<file path="src/rtl/mem_stage_if.sv">
// Handshake and bus bundle around the memory-access stage: execute-side
// input, write-back-side output, data-memory response and the
// forwarding/hazard bus back to decode.
`ifndef ES_TO_MS_BUS_WD
`define ES_TO_MS_BUS_WD 75
`endif
`ifndef MS_TO_WS_BUS_WD
`define MS_TO_WS_BUS_WD 70
`endif

interface mem_stage_if;
  // execute -> mem
  logic                          ms_allowin;
  logic                          es_to_ms_valid;
  logic [`ES_TO_MS_BUS_WD-1:0]   es_to_ms_bus;
  // mem -> write-back
  logic                          ms_to_ws_valid;
  logic [`MS_TO_WS_BUS_WD-1:0]   ms_to_ws_bus;
  logic                          ws_allowin;
  // data-memory response
  logic                          data_sram_data_ok;
  logic [31:0]                   data_sram_rdata;
  // mem -> decode forwarding/hazard
  logic [37:0]                   ms_to_ds_bus;

  // The stage itself.
  modport slave (
    output ms_allowin,
    input  es_to_ms_valid,
    input  es_to_ms_bus,
    output ms_to_ws_valid,
    output ms_to_ws_bus,
    input  ws_allowin,
    input  data_sram_data_ok,
    input  data_sram_rdata,
    output ms_to_ds_bus
  );

  // The surrounding pipeline / memory system.
  modport master (
    input  ms_allowin,
    output es_to_ms_valid,
    output es_to_ms_bus,
    input  ms_to_ws_valid,
    input  ms_to_ws_bus,
    output ws_allowin,
    output data_sram_data_ok,
    output data_sram_rdata,
    input  ms_to_ds_bus
  );
endinterface

</file>
<file path="src/rtl/mem_stage.sv">
// Memory-access pipeline stage: holds one instruction, waits for the
// data-memory response of a load/store, extends load data and hands the
// result to write-back. Also publishes the forwarding/hazard view to decode.
`ifndef ES_TO_MS_BUS_WD
`define ES_TO_MS_BUS_WD 75
`endif
`ifndef MS_TO_WS_BUS_WD
`define MS_TO_WS_BUS_WD 70
`endif

module mem_stage (
  input  logic          clk,
  input  logic          reset,
  mem_stage_if.slave    bus_if
);

  localparam logic [2:0] LD_W  = 3'b000;
  localparam logic [2:0] LD_B  = 3'b001;
  localparam logic [2:0] LD_H  = 3'b010;
  localparam logic [2:0] LD_BU = 3'b011;
  localparam logic [2:0] LD_HU = 3'b100;

  // Select and extend the loaded byte/half/word; unknown types act as a word load.
  function automatic logic [31:0] load_extend(input logic [2:0]  ld_type,
                                              input logic [1:0]  addr_lo,
                                              input logic [31:0] word);
    logic [7:0]  byte_sel_s;
    logic [15:0] half_sel_s;
    logic [31:0] res_s;
    case (addr_lo)
      2'd0:    byte_sel_s = word[7:0];
      2'd1:    byte_sel_s = word[15:8];
      2'd2:    byte_sel_s = word[23:16];
      2'd3:    byte_sel_s = word[31:24];
      default: byte_sel_s = word[7:0];
    endcase
    if (addr_lo[1]) begin
      half_sel_s = word[31:16];
    end else begin
      half_sel_s = word[15:0];
    end
    case (ld_type)
      LD_W:    res_s = word;
      LD_B:    res_s = {{24{byte_sel_s[7]}}, byte_sel_s};
      LD_BU:   res_s = {24'h00_0000, byte_sel_s};
      LD_H:    res_s = {{16{half_sel_s[15]}}, half_sel_s};
      LD_HU:   res_s = {16'h0000, half_sel_s};
      default: res_s = word;
    endcase
    return res_s;
  endfunction

  // State
  logic                        ms_valid_r;
  logic [`ES_TO_MS_BUS_WD-1:0] es_bus_r;
  logic                        resp_got_r;
  logic [31:0]                 resp_buf_r;

  // Fields of the held instruction
  logic        res_from_mem_s;
  logic [2:0]  ld_type_s;
  logic        req_issued_s;
  logic        gr_we_s;
  logic [4:0]  dest_s;
  logic [31:0] alu_result_s;
  logic [31:0] pc_s;

  assign res_from_mem_s = es_bus_r[74];
  assign ld_type_s      = es_bus_r[73:71];
  assign req_issued_s   = es_bus_r[70];
  assign gr_we_s        = es_bus_r[69];
  assign dest_s         = es_bus_r[68:64];
  assign alu_result_s   = es_bus_r[63:32];
  assign pc_s           = es_bus_r[31:0];

  // Derived control/data
  logic        ms_ready_go_s;
  logic        ms_allowin_s;
  logic        ms_to_ws_valid_s;
  logic        ms_leave_s;
  logic        ms_load_s;
  logic        resp_capture_s;
  logic [31:0] eff_rdata_s;
  logic [31:0] final_result_s;
  logic [4:0]  fwd_dest_s;
  logic        load_pending_s;

  // Handshake, response capture condition and result selection.
  always_comb begin
    ms_ready_go_s    = !req_issued_s || resp_got_r || bus_if.data_sram_data_ok;
    ms_allowin_s     = !ms_valid_r || (ms_ready_go_s && bus_if.ws_allowin);
    ms_to_ws_valid_s = ms_valid_r && ms_ready_go_s;
    ms_leave_s       = ms_to_ws_valid_s && bus_if.ws_allowin;
    ms_load_s        = bus_if.es_to_ms_valid && ms_allowin_s;
    // Only the first data_ok for the held request is captured; a stray
    // data_ok without a request in this stage is ignored.
    resp_capture_s   = ms_valid_r && req_issued_s && !resp_got_r && bus_if.data_sram_data_ok;

    if (resp_got_r) begin
      eff_rdata_s = resp_buf_r;
    end else begin
      eff_rdata_s = bus_if.data_sram_rdata;
    end

    if (res_from_mem_s) begin
      final_result_s = load_extend(ld_type_s, alu_result_s[1:0], eff_rdata_s);
    end else begin
      final_result_s = alu_result_s;
    end

    if (ms_valid_r && gr_we_s) begin
      fwd_dest_s = dest_s;
    end else begin
      fwd_dest_s = 5'd0;
    end

    load_pending_s = ms_valid_r && res_from_mem_s && !ms_ready_go_s;
  end

  // Stage occupancy: follows the upstream offer whenever the stage can accept.
  always_ff @(posedge clk) begin
    if (reset) begin
      ms_valid_r <= 1'b0;
    end else if (ms_allowin_s) begin
      ms_valid_r <= bus_if.es_to_ms_valid;
    end
  end

  // Instruction register: captured on acceptance only, never reset.
  always_ff @(posedge clk) begin
    if (ms_load_s) begin
      es_bus_r <= bus_if.es_to_ms_bus;
    end
  end

  // Response-received flag: leaving or a new instruction wins over capture.
  always_ff @(posedge clk) begin
    if (reset) begin
      resp_got_r <= 1'b0;
    end else if (ms_leave_s || ms_load_s) begin
      resp_got_r <= 1'b0;
    end else if (resp_capture_s) begin
      resp_got_r <= 1'b1;
    end
  end

  // Response data buffer: keeps load data stable across write-back stalls.
  always_ff @(posedge clk) begin
    if (reset) begin
      resp_buf_r <= 32'h0000_0000;
    end else if (resp_capture_s) begin
      resp_buf_r <= bus_if.data_sram_rdata;
    end
  end

  assign bus_if.ms_allowin     = ms_allowin_s;
  assign bus_if.ms_to_ws_valid = ms_to_ws_valid_s;
  assign bus_if.ms_to_ws_bus   = {gr_we_s, dest_s, final_result_s, pc_s};
  assign bus_if.ms_to_ds_bus   = {load_pending_s, fwd_dest_s, final_result_s};

endmodule

</file>
<file path="src/flat_wrapper.sv">
// flat-port wrapper written by rule: the top's interface ports become plain ports
module mem_stage_flat 
  (clk, reset, bus_if_ms_allowin, bus_if_es_to_ms_valid, bus_if_es_to_ms_bus, bus_if_ms_to_ws_valid, bus_if_ms_to_ws_bus, bus_if_ws_allowin, bus_if_data_sram_data_ok, bus_if_data_sram_rdata, bus_if_ms_to_ds_bus);
  mem_stage_if bus_if_i ();
  input  logic clk;
  input  logic reset;
  output wire logic [$bits(bus_if_i.ms_allowin)-1:0] bus_if_ms_allowin;
  input wire logic [$bits(bus_if_i.es_to_ms_valid)-1:0] bus_if_es_to_ms_valid;
  input wire logic [$bits(bus_if_i.es_to_ms_bus)-1:0] bus_if_es_to_ms_bus;
  output wire logic [$bits(bus_if_i.ms_to_ws_valid)-1:0] bus_if_ms_to_ws_valid;
  output wire logic [$bits(bus_if_i.ms_to_ws_bus)-1:0] bus_if_ms_to_ws_bus;
  input wire logic [$bits(bus_if_i.ws_allowin)-1:0] bus_if_ws_allowin;
  input wire logic [$bits(bus_if_i.data_sram_data_ok)-1:0] bus_if_data_sram_data_ok;
  input wire logic [$bits(bus_if_i.data_sram_rdata)-1:0] bus_if_data_sram_rdata;
  output wire logic [$bits(bus_if_i.ms_to_ds_bus)-1:0] bus_if_ms_to_ds_bus;
  assign bus_if_ms_allowin = bus_if_i.ms_allowin;
  assign bus_if_i.es_to_ms_valid = bus_if_es_to_ms_valid;
  assign bus_if_i.es_to_ms_bus = bus_if_es_to_ms_bus;
  assign bus_if_ms_to_ws_valid = bus_if_i.ms_to_ws_valid;
  assign bus_if_ms_to_ws_bus = bus_if_i.ms_to_ws_bus;
  assign bus_if_i.ws_allowin = bus_if_ws_allowin;
  assign bus_if_i.data_sram_data_ok = bus_if_data_sram_data_ok;
  assign bus_if_i.data_sram_rdata = bus_if_data_sram_rdata;
  assign bus_if_ms_to_ds_bus = bus_if_i.ms_to_ds_bus;
  mem_stage u_core (.clk(clk), .reset(reset), .bus_if(bus_if_i));
endmodule
</file>
<file path="config.mk">
export PLATFORM = sky130hd
export DESIGN_NAME = mem_stage_flat
export DESIGN_NICKNAME = d
export VERILOG_FILES = /design/src/rtl/mem_stage_if.sv /design/src/rtl/mem_stage.sv /design/src/flat_wrapper.sv
export SDC_FILE = /design/constraint.sdc
export NUM_CORES = 1
export LEC_CHECK = 0
export BUFFER_PORTS_ARGS = -buffer_cell sky130_fd_sc_hd__buf_2
export CAP_MARGIN = 10
export CELL_PAD_IN_SITES_DETAIL_PLACEMENT = 1
export CELL_PAD_IN_SITES_GLOBAL_PLACEMENT = 1
export CORE_UTILIZATION = 40
export DETAILED_ROUTE_END_ITERATION = 12
export GPL_TIMING_DRIVEN = 0
export PLACE_DENSITY = 0.94
export SETUP_SLACK_MARGIN = 0.2
export SLEW_MARGIN = 25
export SYNTH_ARGS = -nofsm -noshare
export SYNTH_HDL_FRONTEND = slang
export SYNTH_SLANG_ARGS = --single-unit
export TNS_END_PERCENT = 5
</file>
<file path="constraint.sdc">
create_clock -name clk -period 6.2 [get_ports clk]
set_input_delay 1.24 -clock clk [delete_from_list [all_inputs] [get_ports clk]]
set_output_delay 1.24 -clock clk [all_outputs]
set_load 0.05 [all_outputs]
</file>
; ---- Word-level counts from Yosys, hierarchy flattened
; Index checks and enable logic that the tools add are counted.
[word_totals]
register_bits = 109
latchBits = 0
mem_bits_rw = 0
romBits = 0
output_inout_bits = 110
wordCells = 37
mem_count = 0
[classes]
add_sub_neg = 0
n_mul = 0
n_div = 0
magnitude_cmp = 0
n_eq_ne = 7
shift = 0
mux = 6
n_bitwise = 0
n_reduce_logical = 20
[ops]
columns = cell, n
row1 = case mux 32 bit (4 select lines), 1
row2 = two-way mux 32 bit, 2
row3 = case mux 8 bit (4 select lines), 1
row4 = two-way mux 16 bit, 1
row5 = logical AND 1 bit, 10
row6 = equality test 3 x 2 -> 1 bit (second input constant), 2
row7 = two-way mux 5 bit, 1
row8 = equality test 2 bit (second input constant), 2
row9 = logical NOT 1 bit, 4
row10 = logical OR 1 bit, 4
row11 = equality test 3 x 1 -> 1 bit (second input constant), 1
row12 = equality test 3 bit (second input constant), 1
row13 = equality test 2 x 1 -> 1 bit (second input constant), 1
row14 = logical NOT 2 bit, 1
row15 = OR reduction 2 bit, 1

; ---- Logic depth before layout (Yosys ltp)
; Gate-level depths: netlist of the first run.
[logic_depth]
depth_word = 8
mapped_depth = 8
depth_no_buf = 4

; ---- Worst setup path after synthesis of the first run
; Ideal clock, no wire load.
[synth_timing]
path_type = in2out
start = input port bus_if_data_sram_rdata[16]
end = output port bus_if_ms_to_ws_bus[32]
arrival_ns = 3.698
setup_slack_ns = 1.262
path_stages = 3
cell_sequence = mux2i_1 > o311ai_0 > buf_4
[synth_between]
elab_chain_len = 4
elab_cells_between_ends = 5
cone_classes = 5 x mux
[synth_lines]
columns = element, line_no
row1 = start: declaration, flat_wrapper.sv:14  ; input wire logic [$bits(bus_if_i.data_sram_rdata)-1:0] bus_if_data_sram_rdata;
row2 = two-way mux 32 bit (*), mem_stage.sv:99  ; if (resp_got_r) begin
row3 = case mux 8 bit (4 select lines) / two-way mux 16 bit (equally long branches), "mem_stage.sv:30, mem_stage.sv:37"
row4 = case mux 32 bit (4 select lines) (*), mem_stage.sv:42  ; case (ld_type)
row5 = two-way mux 32 bit (*), mem_stage.sv:105  ; if (res_from_mem_s) begin
row6 = end: declaration, flat_wrapper.sv:11  ; output wire logic [$bits(bus_if_i.ms_to_ws_bus)-1:0] bus_if_ms_to_ws_bus;
; Mark *: on every way between the ends. The rest lies on a longest branch, timed or not.

; ---- Worst setup path in the final report of the first run
[layout_timing]
start = input port bus_if_data_sram_rdata[31]
end = output port bus_if_ms_to_ws_bus[54]
; Same word-level chain as after synthesis.

==> impl_metrics.tcl, run 1 <==
set metrics [dict create \
    status "finished, final reports clean" \
    synth_ff_type "edfxtp_1" \
    fp.coreArea_sq_um 13510 \
    synth_compound_area_frac 0.1420 \
    slowest_delay_ps 520 \
    cts.reportedPaths.clkPinSlew_ps 70 \
    arrival_ps 3180 \
    cp-end-kind "primary output" \
    clk-insertion-delay-late_ps 370 \
    crit_cells 8 \
    avgSynthCellArea_sq_um 10.87 \
    syn_nets 630 \
    final.setup_skew_ps 12.50 \
    yosysTopAreaCell "edfxtp_1" \
    ys_ff_latch 109 \
    critPathLaunchType "input port" \
    grt_pass1_vias 5153 \
    worstHoldPathType "flip-flop to flip-flop" \
    cts_max_level 3 \
    start_util 0.4169 \
    slew_headroom 0.5400 \
    gp_congestion 0.8865 \
    crit_path_max_fanout 10 \
    dp.cells 915 \
    cellPowerDensity_nw_per_um2 270.5 \
    cts_tree "yes" \
    dp.final_hpwl_um 14590 \
    postRouteAntennaNets 0 \
    routed_wl_um 18860 \
    routed_via_density 5.319 \
    die_h_um 120.6 \
    pin_count 222 \
    synth_enable_flop_cells 75 \
    drt_iter0_markers 227 \
    hold_depth 2 \
    cts_hold_buf 0 \
    clock_path_buffers 2 \
    yosysUniqueCellTypes 46 \
    reg2reg_depth 6 \
    gr-total-overflow 0 \
    synth_cells 518 \
    netlist_area_sq_um 5630 \
    cts_root_buf "clkbuf_16" \
    wl_per_cell_um 20.23 \
    drv_slew 0 \
    synth_top_area_frac 0.4000 \
    num_rows 42 \
    worstPathRequired_ps 4960 \
    drive_gt1_frac 0.4570 \
    fin_nets 862 \
    finalHoldViolCount 0 \
    ys_seq_area_frac 0.5209 \
    yosysWarnings 0 \
    crit_family "buffers and inverters" \
    synthAdderAreaFrac 0 \
    nFillCells 1550 \
    maxClockFrequency_mhz 226.4 \
    numCtsBuffers 9 \
    die_w_um 120.6 \
    synth_xor_xnor_area_share 0.001556 \
    synth_top_family_by_area "compound AO/OA/AOI/OAI gates" \
    num_vias 4957 \
    peakVddDrop_uv 182.9 \
    route.detailed.drc 0 \
    rsz0062_at_grt "no" \
    first_pass_iters 5 \
    fin_tns_setup_ps 0 \
    yosys-top-cells-area "edfxtp_1 (40%), dfxtp_1 (12%), buf_4 (9.5%), mux2i_1 (5.3%), nand2_1 (5.0%)" \
    period_needed_ps 4417 \
    antenna_found_initial 1 \
    grt_max_degree 59 \
    worst_slew_pin_slew_ps 690.0 \
    dieArea_sq_um 14550 \
    synthMuxAreaShare 0.09333 \
    post_cts_resized 0 \
    track_usage 0.2613 \
    leakage_nw 3.042 \
    post_cts_buffers 0 \
    cap_violations 0 \
    slowest_stage "nor4b_4" \
    final_cells 932 \
    path_cells "buf_2 > mux2i_1 > mux2_2 > nor4b_4 > buf_6 > o32a_1 > buf_4 > buf_2" \
    critical_path_class "input port to primary output" \
    port_buffers 220 \
    area_delta_synth_final_pct 28.93 \
    grt_pass1_wl_um 28350 \
    cts.sinks 109 \
    synth_simple_gate_area_frac 0.1098 \
    worstPathBufferInverterCount 4 \
    setup_viol 0 \
    async_reset_ff_frac 0 \
    crit_top_cell "buf_2" \
    fin_crit_sh 0.7125 \
]
layer usage:
layer | track usage | share of wire | up-vias
met2 | 0.4551 | 0.51 | 190
met1 | 0.3228 | 0.42 | 2454
met5 | 0 | 0 | -
met3 | 0.04670 | 0.052 | 24
met4 | 0.09491 | 0.017 | 0
li1 | - | - | 2289
sequential cells by signal, summed over array words and instances (netlist names):
name	cells
u_core.es_bus_r	75
u_core.resp_buf_r	32
u_core.ms_valid_r	1
u_core.resp_got_r	1
cell type report:
class,instances,area (sq um),area share
Antenna cell,1,2.502,0.0003447
Buffer,109,730.7,0.1007
Clock buffer,10,229.0,0.03154
Clock inverter,6,46.29,0.006377
Inverter,4,15.01,0.002068
Multi-Input combinational cell,296,1954,0.2692
Sequential cell,109,2933,0.4040
Tap cell,176,220.2,0.03033
Timing Repair Buffer,221,1129,0.1555
cell families after synthesis:
family / after synthesis
and+or+nand+nor: 132
AOI/OAI and AO/OA: 118
buffers and inverters: 113
DFF: 109
muxes: 45
xor gates and xnor gates: 1
Yosys cell counts (2+ instances only):
cell type	instances
edfxtp_1	75
nand2b_1	3
mux4_2	5
clkbuf_1	18
buf_2	14
o221ai_1	3
and3_1	7
nor2_1	17
a31oi_1	2
o32a_1	19
and2_1	3
mux2_2	10
a221o_1	4
o22a_1	6
a211oi_1	2
a41oi_1	2
nand4_1	2
buf_6	5
a21oi_1	41
nor2b_1	6
nand3_1	5
or3_1	3
nand2_1	75
a21o_1	3
or2_2	3
o21ai_0	23
inv_1	4
mux2i_1	30
o211ai_1	8
buf_4	71
dfxtp_1	34
report_power, final:
group	internal, mW	total, mW	switching (mW)
combinational	0.174	0.568	0.394
clock	0.277	0.561	0.284
sequential	0.819	0.835	0.0156
final timing paths:
path,startpoint,endpoint,slack (ps)
max,bus_if_data_sram_rdata[31],bus_if_ms_to_ws_bus[54],1780
min,u_core.resp_buf_r[0],u_core.resp_buf_r[0],460
max reg2reg,u_core.resp_got_r,u_core.es_bus_r[30],3870
min reg2reg,u_core.resp_buf_r[0],u_core.resp_buf_r[0],460
through the flow:
step	hold WS [ps]	power [mW]	setup slack (ps)	instance area [sq um]	utilization
6_report	458.8	1.964	1783	7259	0.5375
5_1_grt	479.9	2.024	1713	7259	0.5375
4_1_cts	462.5	1.973	1793	7257	0.5373
3_5_place_dp	451.2	1.415	1804	6982	0.5170
3_3_place_gp	437.4	1.397	1647	6952	0.5147
2_1_floorplan	432.9	1.259	1262	5630	-
placed cells by master (no fill, tap or decap), types with 4 or more instances in the layout:
cell	synthesis	routed
buf_4	71	71
mux2_2	10	10
nor2b_1	6	6
nor2_1	17	17
a221o_1	4	4
mux2i_1	30	30
clkbuf_16	0	9
mux4_2	5	5
o32a_1	19	19
inv_1	4	4
o211ai_1	8	8
o21ai_0	23	23
nand2_1	75	75
edfxtp_1	75	75
clkbuf_1	18	19
a21oi_1	41	41
and3_1	7	7
buf_2	14	234
nand3_1	5	5
buf_6	5	5
dfxtp_1	34	34
o22a_1	6	6
worst min-delay path, stage by stage (launching register included):
cell and delay (ps):
dfxtp_1 310, nand2_1 50, a21oi_1 50
(Power assumes the default switching activity.)
==> run 2, diff against run 1 <==
Settings changed: CORE_UTILIZATION 40 to 37, PLACE_DENSITY 0.94 to 0.89.
Clock period 6.2 ns to 4.28 ns, I/O delays scaled along.
==> run 2 against run 1 <==
The flow now finishes with violations (design-rule violations). Setup slack worse by 1200 ps. Hold slack hardly changed. Combinational power is 45% higher. Global-route usage is 2.9 points lower. Clock skew is 0.79 ps lower. Sequential share of layout area is 0.083 points lower. Non-clock buffer count stayed put. Die area is 8.0% higher. Sequential power is 45% higher. Power is 45% higher. Utilization is 4.3 points lower. Register-to-register slack worse by 2100 ps. Critical path type is now flip-flop to primary output. Critical endpoint is now bus_if_ms_to_ws_bus[32]. Largest cell class unchanged. Highest routed layer unchanged.
==> impl_metrics.tcl, run 2 (synthesis gave the netlist of run 1 again) <==
set metrics [dict create \
    status "finished with violations" \
    violations "design-rule violations" \
    critPathLaunchType "flip-flop" \
    arrival_ps 2880 \
    dp.final_hpwl_um 14350 \
    cap_violations 0 \
    worstHoldEndpoint "u_core.resp_buf_r[20]" \
    drive_gt1_frac 0.4583 \
    clk-insertion-delay-late_ps 360 \
    internal-power_mw 1.842 \
    die_h_um 125.4 \
    gp_congestion 0.8526 \
    fin_nets 862 \
    track_usage 0.2327 \
    r2r_slack_ps 1820 \
    critical_path_class "flip-flop to primary output" \
    p_sw_mw 1.009 \
    fp.coreArea_sq_um 14700 \
    hp-start "u_core.resp_buf_r[20]" \
    hold_depth 2 \
    cp-end-kind "primary output" \
    routed_wl_um 18540 \
    r2r-start "u_core.resp_got_r" \
    cts_tree "yes" \
    post_cts_buffers 0 \
    holdWs_ps 458.5 \
    cts_max_level 3 \
    dieArea_sq_um 15720 \
    grt_max_degree 57 \
    num_vias 4935 \
    setup_viol 0 \
    fin_tns_setup_ps 0 \
    first_pass_iters 9 \
    final.setup_skew_ps 11.71 \
    p_sw_frac 0.3538 \
    cts.sinks 109 \
    r2r-end "u_core.es_bus_r[38]" \
    grt_pass1_wl_um 28060 \
    cts.reportedPaths.clkPinSlew_ps 70 \
    gr-total-overflow 0 \
    clock_path_buffers 2 \
    worstPathRequired_ps 3420 \
    antenna_cells 0 \
    maxClockFrequency_mhz 268.0 \
    p_comb_frac 0.289 \
    start_util 0.3830 \
    cts_root_buf "clkbuf_16" \
    grt_pass1_vias 5263 \
    port_buffers 220 \
    p_clk_frac 0.288 \
    pin_count 222 \
    largest-register "u_core.es_bus_r" \
    num_rows 44 \
    worst_slew_pin_slew_ps 736.4 \
    cellPowerDensity_nw_per_um2 391.9 \
    numCtsBuffers 9 \
    drt_iter0_markers 328 \
    p_seq_frac 0.423 \
    worstHoldPathType "flip-flop to flip-flop" \
    routed_via_density 5.256 \
    wl_per_cell_um 19.74 \
    reg_top3 "u_core.es_bus_r: 75 flops, u_core.resp_buf_r: 32 flops" \
    finalHoldViolCount 0 \
    layout_commonest_cell "buf_2" \
    power.total_mw 2.851 \
    rsz0062_at_grt "no" \
    post_cts_resized 0 \
    drv_slew 0 \
    cts_hold_buf 0 \
    peakVddDrop_uv 369.1 \
    postRouteAntennaNets 0 \
    fin_crit_sh 0.8719 \
    die_w_um 125.4 \
    slew_headroom 0.5028 \
    antenna_found_initial 0 \
    area_delta_synth_final_pct 29.20 \
    period_needed_ps 3732 \
    largest_reg_flops 75 \
    route.detailed.drc 7 \
    reg2reg_depth 6 \
    leakage_nw 3.047 \
    crit_path_max_fanout 10 \
    most-common-layout-cells "buf_2 (234), nand2_1 (75), edfxtp_1 (75)" \
]
run 2: worst max-delay path, stage by stage (launching register included):
cell      delay (ps)
edfxtp_1         370
buf_2            180
buf_2            210
a211oi_1         490
o21ai_0          160
o311ai_0         640
buf_4            220
buf_2            260
run 2: worst max path at each step:
stage | startpoint | end | slack, ps | cells past startpoint
CTS | u_core.es_bus_r[32] | bus_if_ms_to_ws_bus[32] | 590 | 7
floorplan | u_core.es_bus_r[32] | bus_if_ms_to_ws_bus[32] | -110 | 6
global placement | bus_if_data_sram_rdata[15] | bus_if_ms_to_ws_bus[52] | 760 | 9
detailed placement | bus_if_data_sram_rdata[31] | bus_if_ms_to_ws_bus[54] | 690 | 8
global route | u_core.es_bus_r[71] | bus_if_ms_to_ws_bus[32] | 500 | 7
finish | u_core.es_bus_r[32] | bus_if_ms_to_ws_bus[32] | 550 | 7
run 2: power groups by stage:
stage | Clock, mW | Sequential, mW | Combinational (mW)
6_report | 0.821 | 1.21 | 0.823
5_1_grt | 0.866 | 1.21 | 0.858
4_1_cts | 0.823 | 1.21 | 0.824
3_5_place_dp | 0 | 1.23 | 0.818
3_3_place_gp | 0 | 1.23 | 0.794
2_1_floorplan | 0 | 1.22 | 0.598
run 2: through the flow:
step                std cells  setup WS [ps]    util  area, sq um
floorplan                 518         -109.7       -         5632
finish                    939          548.1  0.4949         7274
global route              939          497.5  0.4949         7274
CTS                       939          592.0  0.4949         7274
global placement          922          761.2  0.4737         6963
detailed placement        923          690.6  0.4757         6992
run 2: cell type report:
class                           instances  area, sq um
Multi-Input combinational cell        296         1954
Clock buffer                            9        225.2
Buffer                                109        730.7
Inverter                                4        15.01
Sequential cell                       109         2933
Timing Repair Buffer                  221         1129
Tap cell                              184        230.2
Fill cell                            1678         7425
Clock inverter                          7        57.56
run 2: routing by layer:
metal  wire length, um  up-vias  GRT usage
met2              9559      191     0.4252
met1              7400     2439     0.2732
met4               310        0    0.07963
li1                  -     2284          -
met5                 0        -          0
met3              1269       21    0.04236
